$ cat src/rtl/stack_machine_core.sv
// Multi-cycle stack CPU: fetches one instruction per pc, executes it on an internal
// LIFO of signed words and publishes every pushed value on result.
module stack_machine_core #(
   parameter int DATA_WIDTH  = 8,
   parameter int STACK_DEPTH = 4,
   parameter int INSTR_WIDTH = 12,
   parameter int PC_WIDTH    = 5
) (
   input  logic                                 clk,
   input  logic                                 reset,
   input  logic [INSTR_WIDTH-1:0]               instruction,
   output logic [PC_WIDTH-1:0]                  pc,
   output logic signed [DATA_WIDTH-1:0]         result,
   output logic                                 valid_result,
   output logic                                 error,
   output logic                                 halt,
   output logic [$clog2(STACK_DEPTH+1)-1:0]     depth
);
   localparam int DEPTH_W = $clog2(STACK_DEPTH + 1);
   localparam int IDX_W   = (STACK_DEPTH > 1) ? $clog2(STACK_DEPTH) : 1;
   localparam int IMM_W   = INSTR_WIDTH - 3;
   localparam logic [DEPTH_W-1:0] DEPTH_FULL = DEPTH_W'(STACK_DEPTH);
   localparam logic [DEPTH_W-1:0] DEPTH_ONE  = DEPTH_W'(1);
   localparam logic [DEPTH_W-1:0] DEPTH_TWO  = DEPTH_W'(2);

   localparam logic [2:0] OP_PUSH = 3'b000;
   localparam logic [2:0] OP_ADD  = 3'b001;
   localparam logic [2:0] OP_SUB  = 3'b010;
   localparam logic [2:0] OP_AND  = 3'b011;
   localparam logic [2:0] OP_OR   = 3'b100;
   localparam logic [2:0] OP_INV  = 3'b101;
   localparam logic [2:0] OP_NOP  = 3'b110;
   localparam logic [2:0] OP_HALT = 3'b111;

   localparam logic [2:0] S_FETCH  = 3'd0;
   localparam logic [2:0] S_POP2   = 3'd1;
   localparam logic [2:0] S_POP1   = 3'd2;
   localparam logic [2:0] S_PUSH   = 3'd3;
   localparam logic [2:0] S_HALTED = 3'd4;
   localparam logic [2:0] S_ERROR  = 3'd5;

   // Signed size cast: sign-extends a narrow immediate, truncates a wide one.
   function automatic logic signed [DATA_WIDTH-1:0] imm_ext(input logic signed [IMM_W-1:0] imm);
      return DATA_WIDTH'(imm);
   endfunction

   function automatic logic signed [DATA_WIDTH-1:0] alu(
      input logic [2:0]                    op,
      input logic signed [DATA_WIDTH-1:0]  a,
      input logic signed [DATA_WIDTH-1:0]  b,
      input logic signed [DATA_WIDTH-1:0]  imm
   );
      case (op)
         OP_ADD:  return a + b;
         OP_SUB:  return a - b;
         OP_AND:  return a & b;
         OP_OR:   return a | b;
         OP_INV:  return ~a;
         default: return imm;
      endcase
   endfunction

   logic [2:0]                    state_q, state_d;
   logic [PC_WIDTH-1:0]           pc_q, pc_d;
   logic signed [DATA_WIDTH-1:0]  result_q, result_d;
   logic                          valid_q, valid_d;
   logic                          error_q, error_d;
   logic                          halt_q, halt_d;
   logic [DEPTH_W-1:0]            depth_q, depth_d;
   logic [2:0]                    op_q, op_d;
   logic signed [DATA_WIDTH-1:0]  imm_q, imm_d;
   logic signed [DATA_WIDTH-1:0]  opa_q, opa_d;
   logic signed [DATA_WIDTH-1:0]  opb_q, opb_d;
   logic signed [DATA_WIDTH-1:0]  stack_q [STACK_DEPTH];

   logic [2:0]                    opcode;
   logic signed [IMM_W-1:0]       imm_field;
   logic [IDX_W-1:0]              tos_idx;
   logic [IDX_W-1:0]              wr_idx;
   logic signed [DATA_WIDTH-1:0]  tos;
   logic signed [DATA_WIDTH-1:0]  alu_val;

   assign opcode    = instruction[INSTR_WIDTH-1 -: 3];
   assign imm_field = $signed(instruction[IMM_W-1:0]);
   assign tos_idx   = IDX_W'(depth_q - DEPTH_ONE);
   assign wr_idx    = IDX_W'(depth_q);
   assign tos       = stack_q[tos_idx];
   assign alu_val   = alu(op_q, opa_q, opb_q, imm_q);

   always_comb begin
      state_d  = state_q;
      pc_d     = pc_q;
      result_d = result_q;
      valid_d  = 1'b0;
      error_d  = error_q;
      halt_d   = halt_q;
      depth_d  = depth_q;
      op_d     = op_q;
      imm_d    = imm_q;
      opa_d    = opa_q;
      opb_d    = opb_q;
      case (state_q)
         S_FETCH: begin
            op_d  = opcode;
            imm_d = imm_ext(imm_field);
            pc_d  = pc_q + PC_WIDTH'(1);
            // Stack faults are caught here so the faulting instruction never touches the stack.
            case (opcode)
               OP_PUSH: begin
                  if (depth_q == DEPTH_FULL) begin
                     state_d = S_ERROR;
                     error_d = 1'b1;
                  end else begin
                     state_d = S_PUSH;
                  end
               end
               OP_ADD, OP_SUB, OP_AND, OP_OR: begin
                  if (depth_q < DEPTH_TWO) begin
                     state_d = S_ERROR;
                     error_d = 1'b1;
                  end else begin
                     state_d = S_POP2;
                  end
               end
               OP_INV: begin
                  if (depth_q == '0) begin
                     state_d = S_ERROR;
                     error_d = 1'b1;
                  end else begin
                     state_d = S_POP1;
                  end
               end
               OP_HALT: begin
                  state_d = S_HALTED;
                  halt_d  = 1'b1;
               end
               default: state_d = S_FETCH;
            endcase
         end
         S_POP2: begin
            opb_d   = tos;
            depth_d = depth_q - DEPTH_ONE;
            state_d = S_POP1;
         end
         S_POP1: begin
            opa_d   = tos;
            depth_d = depth_q - DEPTH_ONE;
            state_d = S_PUSH;
         end
         S_PUSH: begin
            result_d = alu_val;
            valid_d  = 1'b1;
            depth_d  = depth_q + DEPTH_ONE;
            state_d  = S_FETCH;
         end
         S_HALTED, S_ERROR: state_d = state_q;
         default:           state_d = S_FETCH;
      endcase
   end

   always_ff @(posedge clk or posedge reset) begin
      if (reset) begin
         state_q  <= S_FETCH;
         pc_q     <= '0;
         result_q <= '0;
         valid_q  <= 1'b0;
         error_q  <= 1'b0;
         halt_q   <= 1'b0;
         depth_q  <= '0;
      end else begin
         state_q  <= state_d;
         pc_q     <= pc_d;
         result_q <= result_d;
         valid_q  <= valid_d;
         error_q  <= error_d;
         halt_q   <= halt_d;
         depth_q  <= depth_d;
      end
   end

   // Operand and stack storage carry no reset; depth alone defines what is live.
   always_ff @(posedge clk) begin
      op_q  <= op_d;
      imm_q <= imm_d;
      opa_q <= opa_d;
      opb_q <= opb_d;
      if (state_q == S_PUSH) stack_q[wr_idx] <= alu_val;
   end

   assign pc           = pc_q;
   assign result       = result_q;
   assign valid_result = valid_q;
   assign error        = error_q;
   assign halt         = halt_q;
   assign depth        = depth_q;
endmodule
$ cat config.mk
export PLATFORM = sky130hd
export DESIGN_NAME = stack_machine_core
export DESIGN_NICKNAME = d
export VERILOG_FILES = /design/src/rtl/stack_machine_core.sv
export SDC_FILE = /design/constraint.sdc
export NUM_CORES = 1
export LEC_CHECK = 0
export ABC_AREA = 1
export CAP_MARGIN = 10
export CORE_UTILIZATION = 45
export CTS_BUF_LIST = sky130_fd_sc_hd__clkbuf_4 sky130_fd_sc_hd__clkbuf_8 sky130_fd_sc_hd__clkbuf_16
export DETAILED_ROUTE_END_ITERATION = 8
export PLACE_DENSITY = 0.71
export SLEW_MARGIN = 10
export SYNTH_ARGS = -nofsm -noshare
export SYNTH_HDL_FRONTEND = slang
export SYNTH_SLANG_ARGS = --single-unit
$ cat constraint.sdc
create_clock -name clk -period 3.3 [get_ports clk]
set_clock_uncertainty 0.2 [all_clocks]
set_input_delay 0.495 -clock clk [delete_from_list [all_inputs] [get_ports clk]]
set_output_delay 0.495 -clock clk [all_outputs]
set_load 0.02 [all_outputs]
=== After elaboration in Yosys (flattened, before gate mapping) ===
Memories as Yosys holds them, arrays and structs flattened.
Index checks and enable logic that the tools add are counted.

* Flip-flop bits (word level): 49
* Bits in writable memories: 32
* Input bits: 14
* Logic and storage cells: 64
* Memories kept: 1

{| class="wikitable"
|+ Memories
! memory !! words !! bits a word !! rd ports !! clocked after Yosys merged registers in !! write ports !! line !! text
|-
| stack_q || 4 || 8 || 1 || 0 || 1 || 74 || <nowiki>logic signed [DATA_WIDTH-1:0] stack_q [STACK_DEPTH];</nowiki>
|}

* $add $sub $neg: 5
* $lt $le $gt $ge: 1
* Eq/ne operators: 20
* Muxes and demuxes: 13
* Bitwise gates (word level): 3
* Reductions and logical operators: 10

{| class="wikitable"
|+ Operators by type and width
! cell !! count
|-
| 8-bit case mux with 5 select lines || 1
|-
| 3-bit == test (second input constant) || 8
|-
| 3-bit case mux with 4 select lines || 2
|-
| 3-bit by 2-bit == test with 1-bit output (second input constant) || 6
|-
| 3-bit by 1-bit == test with 1-bit output (second input constant) || 3
|-
| 3-bit logical NOT || 3
|-
| 3-bit two-way mux || 3
|-
| 8-bit adder || 1
|-
| 8-bit AND || 1
|-
| 8-bit inverter || 1
|-
| 8-bit bitwise OR || 1
|-
| 8-bit subtractor || 1
|-
| 2-bit != test (second input constant) || 3
|-
| 3-bit case mux with 2 select lines || 1
|-
| 5-bit by 1-bit adder with 5-bit output (second input constant) || 1
|-
| 1-bit two-way mux || 5
|-
| 5-bit AND reduction || 1
|-
| 2-bit OR reduction || 2
|-
| 4-bit OR reduction || 1
|-
| 3-bit by 1-bit adder with 3-bit output (second input constant) || 1
|-
| 3-bit by 2-bit less-than comparator with 1-bit output (second input constant) || 1
|-
| 1-bit case mux with 3 select lines || 1
|-
| 3-bit nonzero test || 1
|-
| 3-bit by 1-bit subtractor with 3-bit output (second input constant) || 1
|-
| other kinds (2) || 2
|}

=== Depth between registers and ports, before layout ===
Gate-level depths: netlist (run 1).

* Word-level depth: 4
* Gate-level depth with buffers: 20
* Mapped depth without buffers: 20

=== Worst setup path before layout (run 1) ===
Ideal clock, no wire load.

* Path kind: register to register
* Start: register opb_q[0]
* End: memory stack_q[0][7] (data pin)
* Arrival time: 2.322 ns
* Setup slack: 0.599 ns
* Stages on the path, launching flop included: 19
* Cell sequence: edfxtp_1 > inv_1 > ha_1 > inv_1 > nor3_1 > inv_1 > o31ai_1 > xor2_1 > inv_1 > ha_1 > nand2_1 > inv_1 > nand2_1 > nand2_1 > a21oi_1 > inv_1 > nand2_1 > nand3_1 > a21boi_1

* Word-level cells in the longest chain between the ends: 2
* Elaborated cells on any way between the ends: 3
* Classes of those cells: add/sub (2); mux (1)

{| class="wikitable"
|+ RTL lines
! element !! line !! text
|-
| start: declaration || 73 || <nowiki>logic signed [DATA_WIDTH-1:0] opb_q, opb_d;</nowiki>
|-
| start signal: assignment || 186 || <nowiki>opb_q <= opb_d;</nowiki>
|-
| 8-bit subtractor or 8-bit adder (tied branches) || 55, 54 ||
|-
| 8-bit case mux with 5 select lines (*) || 53 || <nowiki>case (op)</nowiki>
|-
| net alu_val[7] || 81 || <nowiki>logic signed [DATA_WIDTH-1:0] alu_val;</nowiki>
|-
| end: declaration || 74 ||
|}

The timed path passes the listed nets; every way through them passes the cells marked *.

=== Worst setup path in the final report (run 1) ===
* Start: register opb_q[0]
* End: memory stack_q[3][7] (data pin)

Same word-level chain as after synthesis.

==> results.yml, run 1 <==
global_routing:
  antenna_found_initial: 0
  grt_max_degree: 23
  grt_pass1_vias: 2811
  gr-total-overflow: 0
  grt_pass1_wl_microns: 13250
  grtUsageTotal_pct: 19.67
synth:
  yosys.area.top_type_share_pct: 44.21
  synth_edf_count: 59
  synth_top_area_cell: "edfxtp_1"
  synth_ff_type: "edfxtp_1"
  avgSynthCellArea_sq_um: 10.20
  netlist_instances: 393
  netlist-cell-type-count: 43
  syn_nets: 424
  synth_area_leaders: "edfxtp_1 (44%), dfrtp_1 (14%), nand2_1 (6.1%), ha_1 (5.0%), inv_1 (4.4%)"
  synth_seq_cells: 81
  yosys_warnings: 0
  synth_area_sq_um: 4008
  yosysSeqAreaShare_pct: 57.95
  synthArstFlopShare_pct: 27.16
clock_network:
  h-tree-depth: 3
  clockBufferDepth: 2
  path_clk_slew_ps: 80
  clock_sinks: 81
  clock_latency_ps: 350
  root_buffer: "clkbuf_8"
  cts_tree: "yes"
  cts_buffers: 9
  cts_hold_buf: 0
run_status:
  outcome: "finished, final reports clean"
finish:
  antenna_cells: 0
  drive_gt1_share_pct: 11.63
  final_cells: 555
  n_fill_cell: 776
  fin_util_pct: 54.77
  layout_commonest_cell: "nand2_1"
  fin_area_sq_um: 4753
  area_growth_pct: 18.61
  layout_common_cells: "nand2_1 (65), edfxtp_1 (59), inv_1 (47)"
  nNetsFinal: 473
worst_setup_path:
  cp.arrival_ps: 2980
  critPathTopFamily: "compound AO/OA/AOI/OAI gates"
  worstPathCellList: "inv_1, ha_1, inv_1, nor3_1, inv_1, o31ai_2, xor2_1, inv_1, ha_1, nand2_1, inv_1, nand2_1, nand2_1, a21oi_1, inv_1, nand2_1, nand3_1, a21boi_2"
  path_max_fanout: 4
  slowest_stage: "edfxtp_1"
  max_stage_delay_ps: 430
  cpMostUsedCell: "inv_1"
  required_ps: 3280
  crit_buf_inv: 6
  cp-end-kind: "flip-flop"
  worstSetupStartpointType: "flip-flop"
  worstSetupPathType: "reg2reg"
drt:
  viasPerCell: 5.153
  vias: 2860
  finalWirelength_microns: 8150
  firstDrtPassIters: 4
  drc_errors: 0
  drtIter0Drc: 201
  wl_per_cell_microns: 14.68
  ant_nets: 0
pwr:
  power_density_nw_per_um2: 394.4
  irDropWorstVdd_v: 0.0002983
  power_leakage_uw: 0.002043
sta:
  finalMaxSlewViolations: 0
  finalSetupTns_ps: 0
  slew_headroom_pct: 41.18
  rsz0062_at_grt: "no"
  fin_crit_sh_pct: 90.96
  worstMarginPinSlew_ps: 881.4
  final-setup-viol-count: 0
  final-hold-violation-count: 0
  period_needed_ps: 3002
  fmax_ghz: 0.3331
worst_hold_path:
  hold_path_class: "reg2reg"
placed_design:
  hpwl_microns: 6015
  port_buffers: 31
  placed_cell_area_sq_um: 4509
  dp.cells: 537
  gp_congestion: 0.8416
floorplan:
  dieArea_sq_um: 9287
  std_cell_rows: 34
  core_area_sq_um: 8678
  boundaryPins: 33
  die_h_microns: 96.37
  die_x_microns: 96.37
  start_util_pct: 46.18
run:
  max_cap_violations: 0
[state kept, by name, summed over array words and instances (netlist names), 3 cells and up]
name,cells
op_q,3
opa_q,8
state_q,3
depth,3
pc,5
stack_q,32
opb_q,8
imm_q,8
result,8
[layout make-up]
type	count	area [sq um]	share of cell area (%)
Clock buffer	14	186.4	3.922
Clock inverter	2	33.78	0.7107
Sequential cell	81	2322	48.86
Timing Repair Buffer	44	407.9	8.581
Tap cell	108	135.1	2.843
Inverter	52	195.2	4.106
Multi-Input combinational cell	254	1473	30.98
[power breakdown]
group	switching, uW	leakage (uW)	internal (uW)
clock network	325	0.000114	438
logic	13.9	0.00110	15.0
registers	0	0.000828	1080
[metrics by stage]
step           total power (uW)  hold slack, ps  worst slack, ps
6_report                   1875           259.6            298.3
4_1_cts                    1884           262.2            185.4
3_3_place_gp               1133           238.8            313.1
3_5_place_dp               1134           245.6            217.9
5_1_grt                    1929           280.1            11.96
2_1_floorplan              1115           284.2            598.8
[worst reg2reg max path, cell delays in order (launching register included)]
cell	delay, ps
edfxtp_1	430
inv_1	130
ha_1	160
inv_1	50
nor3_1	120
inv_1	80
o31ai_2	200
xor2_1	160
inv_1	50
ha_1	320
nand2_1	100
inv_1	40
nand2_1	60
nand2_1	50
a21oi_1	170
inv_1	60
nand2_1	60
nand3_1	140
a21boi_2	260
[synth_stat cells, types with 2 or more instances]
library cell  instances
o21ai_0              25
edfxtp_1             59
o22ai_1               9
a21boi_1              3
a21oi_1              11
o21ai_2               3
nand3_2               3
or2_0                 3
or2_2                 2
ha_1                 16
nand3_1              22
dfrtp_1              22
a21oi_2               2
nor3_1                7
xnor2_1               2
o22a_1                2
nand4_1               6
nor2_1               41
inv_2                 5
nor2_4                2
xor2_1                9
nand3b_1              2
clkbuf_1              3
inv_1                47
a21o_1                2
buf_2                 3
o221ai_1              2
nand2_1              65
[final timing paths]
kind,cells after the start,from,end,slack (ps)
worst max-delay path,18,opb_q[0]$_DFFE_PN_,stack_q[3][7]$_DFFE_PP_,300
worst min-delay path,1,halt$_DFFE_PP0P_,halt$_DFFE_PP0P_,260
worst max register to register,18,opb_q[0]$_DFFE_PN_,stack_q[3][7]$_DFFE_PP_,300
worst min register to register,1,halt$_DFFE_PP0P_,halt$_DFFE_PP0P_,260
max in group asynchronous,2,reset,valid_result$_DFF_PP0_,1920
min in group asynchronous,2,reset,pc[4]$_DFFE_PP0P_,440
[per-layer routing]
metal	share of wire, %	global-route usage [%]	up-vias
met1	45	24.64	1353
met3	4.4	2.817	18
met2	49	33.33	52
li1	-	-	1437
met4	2.0	10.05	0
met5	0	0	-
[logic make-up (layout without fill, tap and decap cells)]
family	Yosys count	after routing	synth area share, %
adder cells (fa/ha/maj)	17	17	5.495
XOR/XNOR	11	11	2.404
buffers and inverters	58	112	5.526
AO/OA/AOI/OAI	67	67	10.52
AND/OR/NAND/NOR	159	159	18.11
flip-flops	81	81	57.95
[what timing repair did]
| item | CTS | global route |
|---|---|---|
| endpoints found under the setup margin | 0 | 4 |
| resized for setup | 0 | 2 |
| buffers inserted | 0 | 2 |
(Power assumes the default switching activity.)
==> run 2: changes to the inputs <==
PLACE_DENSITY = unset   (was 0.71)
==> run 2 against run 1 <==
Effect of this change:
- first-iteration DRC count shrank 24%
- sequential cell count is the same
- cell area shrank 0.95%
- clock power shrank 5.0%
- utilization shrank 0.52 points
- sequential power is essentially flat
- via count shrank 0.10%
- global-route usage grew 0.74 points
- sequential share of layout area grew 0.47 points
- register-to-register slack is essentially flat
- highest routed layer unchanged
==> results.yml, run 2 (synthesized netlist as in run 1, its figures left out) <==
run_status:
  outcome: "finished, final reports clean"
drt:
  ant_nets: 0
  viasPerCell: 5.176
  met2_length_microns: 4083
  vias: 2857
  finalWirelength_microns: 8569
  drc_errors: 0
  drtIter0Drc: 152
  met3WireLength_microns: 263
  top_layer_used: "met4"
  wl_per_cell_microns: 15.52
  firstDrtPassIters: 4
  wl_met1_microns: 4101
sta:
  slew_headroom_pct: 40.40
  fmax_ghz: 0.3334
  fin_crit_sh_pct: 90.90
  finalMaxSlewViolations: 0
  postLayoutSetupSlackWorst_ps: 300.4
  finalSetupTns_ps: 0
  rsz0062_at_grt: "no"
  period_needed_ps: 3000
  final-hold-violation-count: 0
  worstMarginPinSlew_ps: 893.0
  final-setup-viol-count: 0
global_routing:
  grtUsageTotal_pct: 20.41
  gr-total-overflow: 0
  grt_pass1_vias: 2779
  grt_pass1_wl_microns: 13660
  antenna_found_initial: 0
  grt_max_degree: 23
finish:
  layout_commonest_cell: "nand2_1"
  layout_common_cells: "nand2_1 (65), edfxtp_1 (59), inv_1 (47)"
  antenna_cells: 0
  final-seq-area_sq_um: 2322
  multiInputGateArea_sq_um: 1468
  n_fill_cell: 801
  fin_util_pct: 54.25
  nNetsFinal: 470
  drive_gt1_share_pct: 10.81
  area_growth_pct: 17.48
  largest-register: "stack_q"
  largest_reg_flops: 32
run:
  max_cap_violations: 0
pwr:
  p_sw_uw: 383.0
  irDropWorstVdd_v: 0.0002650
  power_uw: 1837
  combPwrFrac_pct: 1.6
  switching_share_pct: 20.85
  power_density_nw_per_um2: 390.2
  p_seq_share_pct: 58.9
  internal-power_uw: 1454
  power_leakage_uw: 0.002013
  p_clk_share_pct: 39.5
worst_hold_path:
  min_path_cells: 1
  hold_path_class: "reg2reg"
  worstHoldStart: "halt$_DFFE_PP0P_"
worst_setup_path:
  cp_num_cells: 11
  startpoint: "op_q[2]$_DFFE_PP_"
  slowest_stage: "edfxtp_1"
  crit_buf_inv: 1
  cp.arrival_ps: 2900
  max_stage_delay_ps: 510
  path_max_fanout: 10
  worstSetupPathType: "reg2reg"
  worstPathCellList: "nor2_4, nand2_4, o21ai_0, inv_1, ha_1, nand3b_1, nand2_1, or2_2, nand3_1, nand4_1, and2_1"
  worstSetupStartpointType: "flip-flop"
  required_ps: 3200
  critPathTopFamily: "simple AND/OR/NAND/NOR gates"
  cp-end-kind: "flip-flop"
  ff2ff_path_depth: 11
  reg2reg_from: "op_q[2]$_DFFE_PP_"
floorplan:
  dieArea_sq_um: 9287
  std_cell_rows: 34
  boundaryPins: 33
  core_area_sq_um: 8678
  start_util_pct: 46.18
  die_h_microns: 96.37
  die_x_microns: 96.37
clock_network:
  cts_tree: "yes"
  path_clk_slew_ps: 90
  h-tree-depth: 3
  root_buffer: "clkbuf_8"
  cts_buffers: 9
  clockBufferDepth: 2
  clock_sinks: 81
  clock_latency_ps: 350
placed_design:
  post-place-ws_ps: 233.8
  gp_congestion: 0.8777
  hpwl_microns: 6309
  port_buffers: 31
## run 2: cell types whose count changed in the layout (fill, tap and decap cells not counted)
cell / change
clkbuf_8: -4
buf_4: -3
clkinv_4: +2
clkbuf_4: -1
clkinvlp_4: +1
inv_6: +1
inv_8: +1
o31ai_1: +1
o31ai_2: -1
## run 2: final timing paths
kind                                           end  slack [ps]
max                        stack_q[1][3]$_DFFE_PP_         300
max in group asynchronous    result[4]$_DFFE_PP0P_        1920
max reg2reg                stack_q[1][3]$_DFFE_PP_         300
min                               halt$_DFFE_PP0P_         270
min reg2reg                       halt$_DFFE_PP0P_         270
min in group asynchronous        pc[2]$_DFFE_PP0P_         420
## run 2: per-layer routing
layer | global-route usage (%) | vias to the layer above
met1 | 26.92 | 1355
met2 | 33.16 | 54
met3 | 5.477 | 12
met4 | 6.005 | 0
met5 | 0 | -
li1 | - | 1436
## run 2: per-stage QoR
step / instance area (sq um) / cells / hold WS [ps]
after CTS: 4705 / 552 / 270.6
after global routing: 4708 / 552 / 295.0
after floorplan: 4008 / 393 / 284.2
after detailed placement: 4502 / 536 / 248.9
after global placement: 4502 / 536 / 238.1
final: 4708 / 552 / 269.1
## run 2: power by group through the flow
stage	Sequential, uW	Combinational, uW	Clock (uW)
floorplan	1100	10.4	0
global placement	1100	28.7	0
detailed placement	1100	29.5	0
CTS	1080	29.6	748
global route	1080	32.8	791
finish	1080	29.0	726
## run 2: timing repair
action | CTS | global route
hold buffers | 0 | 0
endpoints found under the setup margin | 0 | 4
setup buffers | 0 | 0
resized for setup | 0 | 1
## run 2: worst reg2reg max path, cell delays in order, from the launching register on
cell and delay [ps]:
edfxtp_1 510, nor2_4 190, nand2_4 110, o21ai_0 340
inv_1 90, ha_1 290, nand3b_1 130, nand2_1 120
or2_2 290, nand3_1 80, nand4_1 170, and2_1 240
## run 2: cell type report
| type | count | share of cell area [%] |
|---|---|---|
| repair buffers | 41 | 8.185 |
| inverters | 52 | 4.146 |
| clock buffers | 9 | 2.631 |
| clock inverters | 7 | 1.674 |
| flip-flops and latches | 81 | 49.32 |
| well taps | 108 | 2.870 |
| multi-input cells | 254 | 31.17 |
==> run 3: changes to the inputs <==
CORE_UTILIZATION = 30   (was 45)
==> run 3 against run 2 <==
Effect of this change:
- largest cell class unchanged
- via count fell by 0.91%
- fmax rose by 0.45%
- register-to-register slack barely moved
- non-clock buffer count rose by 1
- critical path type unchanged
- power rose by 13%
- die area rose by 49%
- cell area rose by 3.7%
- sequential share of layout area fell by 1.8 points
==> results.yml, run 3 (synthesized netlist as in run 1, its figures left out) <==
sta:
  slew_headroom_pct: 37.59
  fmax_ghz: 0.3349
  hold_ws_ps: 256.9
  rsz0062_at_grt: "no"
  worstMarginPinSlew_ps: 935.1
  finalSetupTns_ps: 0
  finalMaxSlewViolations: 0
  fin_crit_sh_pct: 90.49
  period_needed_ps: 2986
  postLayoutSetupSlackWorst_ps: 313.8
  final-setup-viol-count: 0
  final-hold-violation-count: 0
drt:
  viasPerCell: 4.588
  vias: 2831
  wl_per_cell_microns: 14.43
  drtIter0Drc: 177
  drc_errors: 0
  ant_nets: 0
  firstDrtPassIters: 4
  finalWirelength_microns: 8901
finish:
  largest_reg_flops: 32
  area_growth_pct: 21.89
  drive_gt1_share_pct: 11.01
  nNetsFinal: 471
  largest-register: "stack_q"
  final_cells: 617
  layout_common_cells: "nand2_1 (65), edfxtp_1 (59), inv_1 (47)"
  layout_commonest_cell: "nand2_1"
  fin_util_pct: 38.09
  antenna_cells: 0
global_routing:
  grtUsageTotal_pct: 13.36
  antenna_found_initial: 0
  grt_pass1_wl_microns: 14090
  grt_max_degree: 23
  grt_pass1_vias: 2746
  gr-total-overflow: 0
worst_setup_path:
  cp-end-kind: "flip-flop"
  worstSetupPathType: "reg2reg"
  cp.arrival_ps: 2960
  path_max_fanout: 4
  required_ps: 3270
  ff2ff_path_depth: 16
  worstSetupStartpointType: "flip-flop"
floorplan:
  core_area_sq_um: 12820
  die_x_microns: 117.6
  die_h_microns: 117.6
  std_cell_rows: 41
  dieArea_sq_um: 13830
  boundaryPins: 33
  start_util_pct: 31.25
pwr:
  switching_share_pct: 18.76
  p_clk_share_pct: 46.4
  p_sw_uw: 389.7
  internal-power_uw: 1687
  combPwrFrac_pct: 1.4
  p_seq_share_pct: 52.2
  power_leakage_uw: 0.002057
  power_density_nw_per_um2: 425.1
  irDropWorstVdd_v: 0.0002748
clock_network:
  cts_hold_buf: 0
  h-tree-depth: 3
  clockBufferDepth: 2
  clock_sinks: 81
  path_clk_slew_ps: 60
  clock_latency_ps: 330
  cts_tree: "yes"
  root_buffer: "clkbuf_16"
  cts_buffers: 9
placed_design:
  hpwl_microns: 6552
  dp.cells: 601
  post-place-ws_ps: 257.8
  gp_congestion: 0.9040
  port_buffers: 31
run_status:
  outcome: "finished, final reports clean"
worst_hold_path:
  min_path_cells: 1
  hold_path_class: "reg2reg"
run:
  max_cap_violations: 0
[run 3: changes by cell type in the layout (fill, tap and decap cells not counted), moves of 2 or more]
| cell | before | now |
|---|---|---|
| clkbuf_16 | 0 | 9 |
| clkbuf_8 | 9 | 0 |
| clkinv_2 | 0 | 2 |
| clkinv_4 | 2 | 0 |
[run 3: cell type report]
type | instances | area, sq um
clock buffers | 10 | 232.7
inverters | 52 | 195.2
multi-input cells | 254 | 1468
repair buffers | 42 | 392.9
fillers | 1302 | 7940
flip-flops and latches | 81 | 2322
well taps | 172 | 215.2
clock inverters | 6 | 58.81
[run 3: final timing paths]
check	start	to	slack, ps
max	opb_q[0]$_DFFE_PN_	stack_q[0][7]$_DFFE_PP_	310
min	halt$_DFFE_PP0P_	halt$_DFFE_PP0P_	260
max reg2reg	opb_q[0]$_DFFE_PN_	stack_q[0][7]$_DFFE_PP_	310
min reg2reg	halt$_DFFE_PP0P_	halt$_DFFE_PP0P_	260
max in group asynchronous	reset	result[3]$_DFFE_PP0P_	1850
min in group asynchronous	reset	result[0]$_DFFE_PP0P_	480
[run 3: critical path: stages, from the launching register on]
cell and delay [ps]:
edfxtp_1 440, inv_1 130, ha_1 150, inv_1 50, nor3_1 130, inv_1 70, o31ai_1 240, xor2_1 170
inv_1 50, ha_1 320, a21oi_1 180, nand2_1 70, a21oi_1 160, inv_1 60, nand2_1 60, nand3_1 120
a21boi_2 230
[run 3: through the flow]
step / instance area, sq um / power (uW)
finish: 4885 / 2077
global route: 4885 / 2140
CTS: 4881 / 2097
detailed placement: 4589 / 1134
global placement: 4589 / 1134
floorplan: 4008 / 1115
[run 3: what timing repair did]
action | CTS | global route
resized for setup | 0 | 1
setup buffers | 0 | 0
endpoints found under the setup margin | 0 | 4
[run 3: power groups by stage]
stage	registers, uW	logic, uW	clock network, uW
after global placement	1100	29.7	0
after floorplan	1100	10.4	0
after detailed placement	1100	29.7	0
after global routing	1080	32.6	1020
final	1080	28.9	964
after CTS	1080	30.1	983
[run 3: per-layer routing]
metal / global-route usage (%) / vias to the layer above / share of wire, %
li1: - / 1440 / -
met1: 15.93 / 1329 / 45
met2: 22.74 / 44 / 50
met3: 1.793 / 18 / 2.1
met4: 8.413 / 0 / 2.7
met5: 0 / - / 0
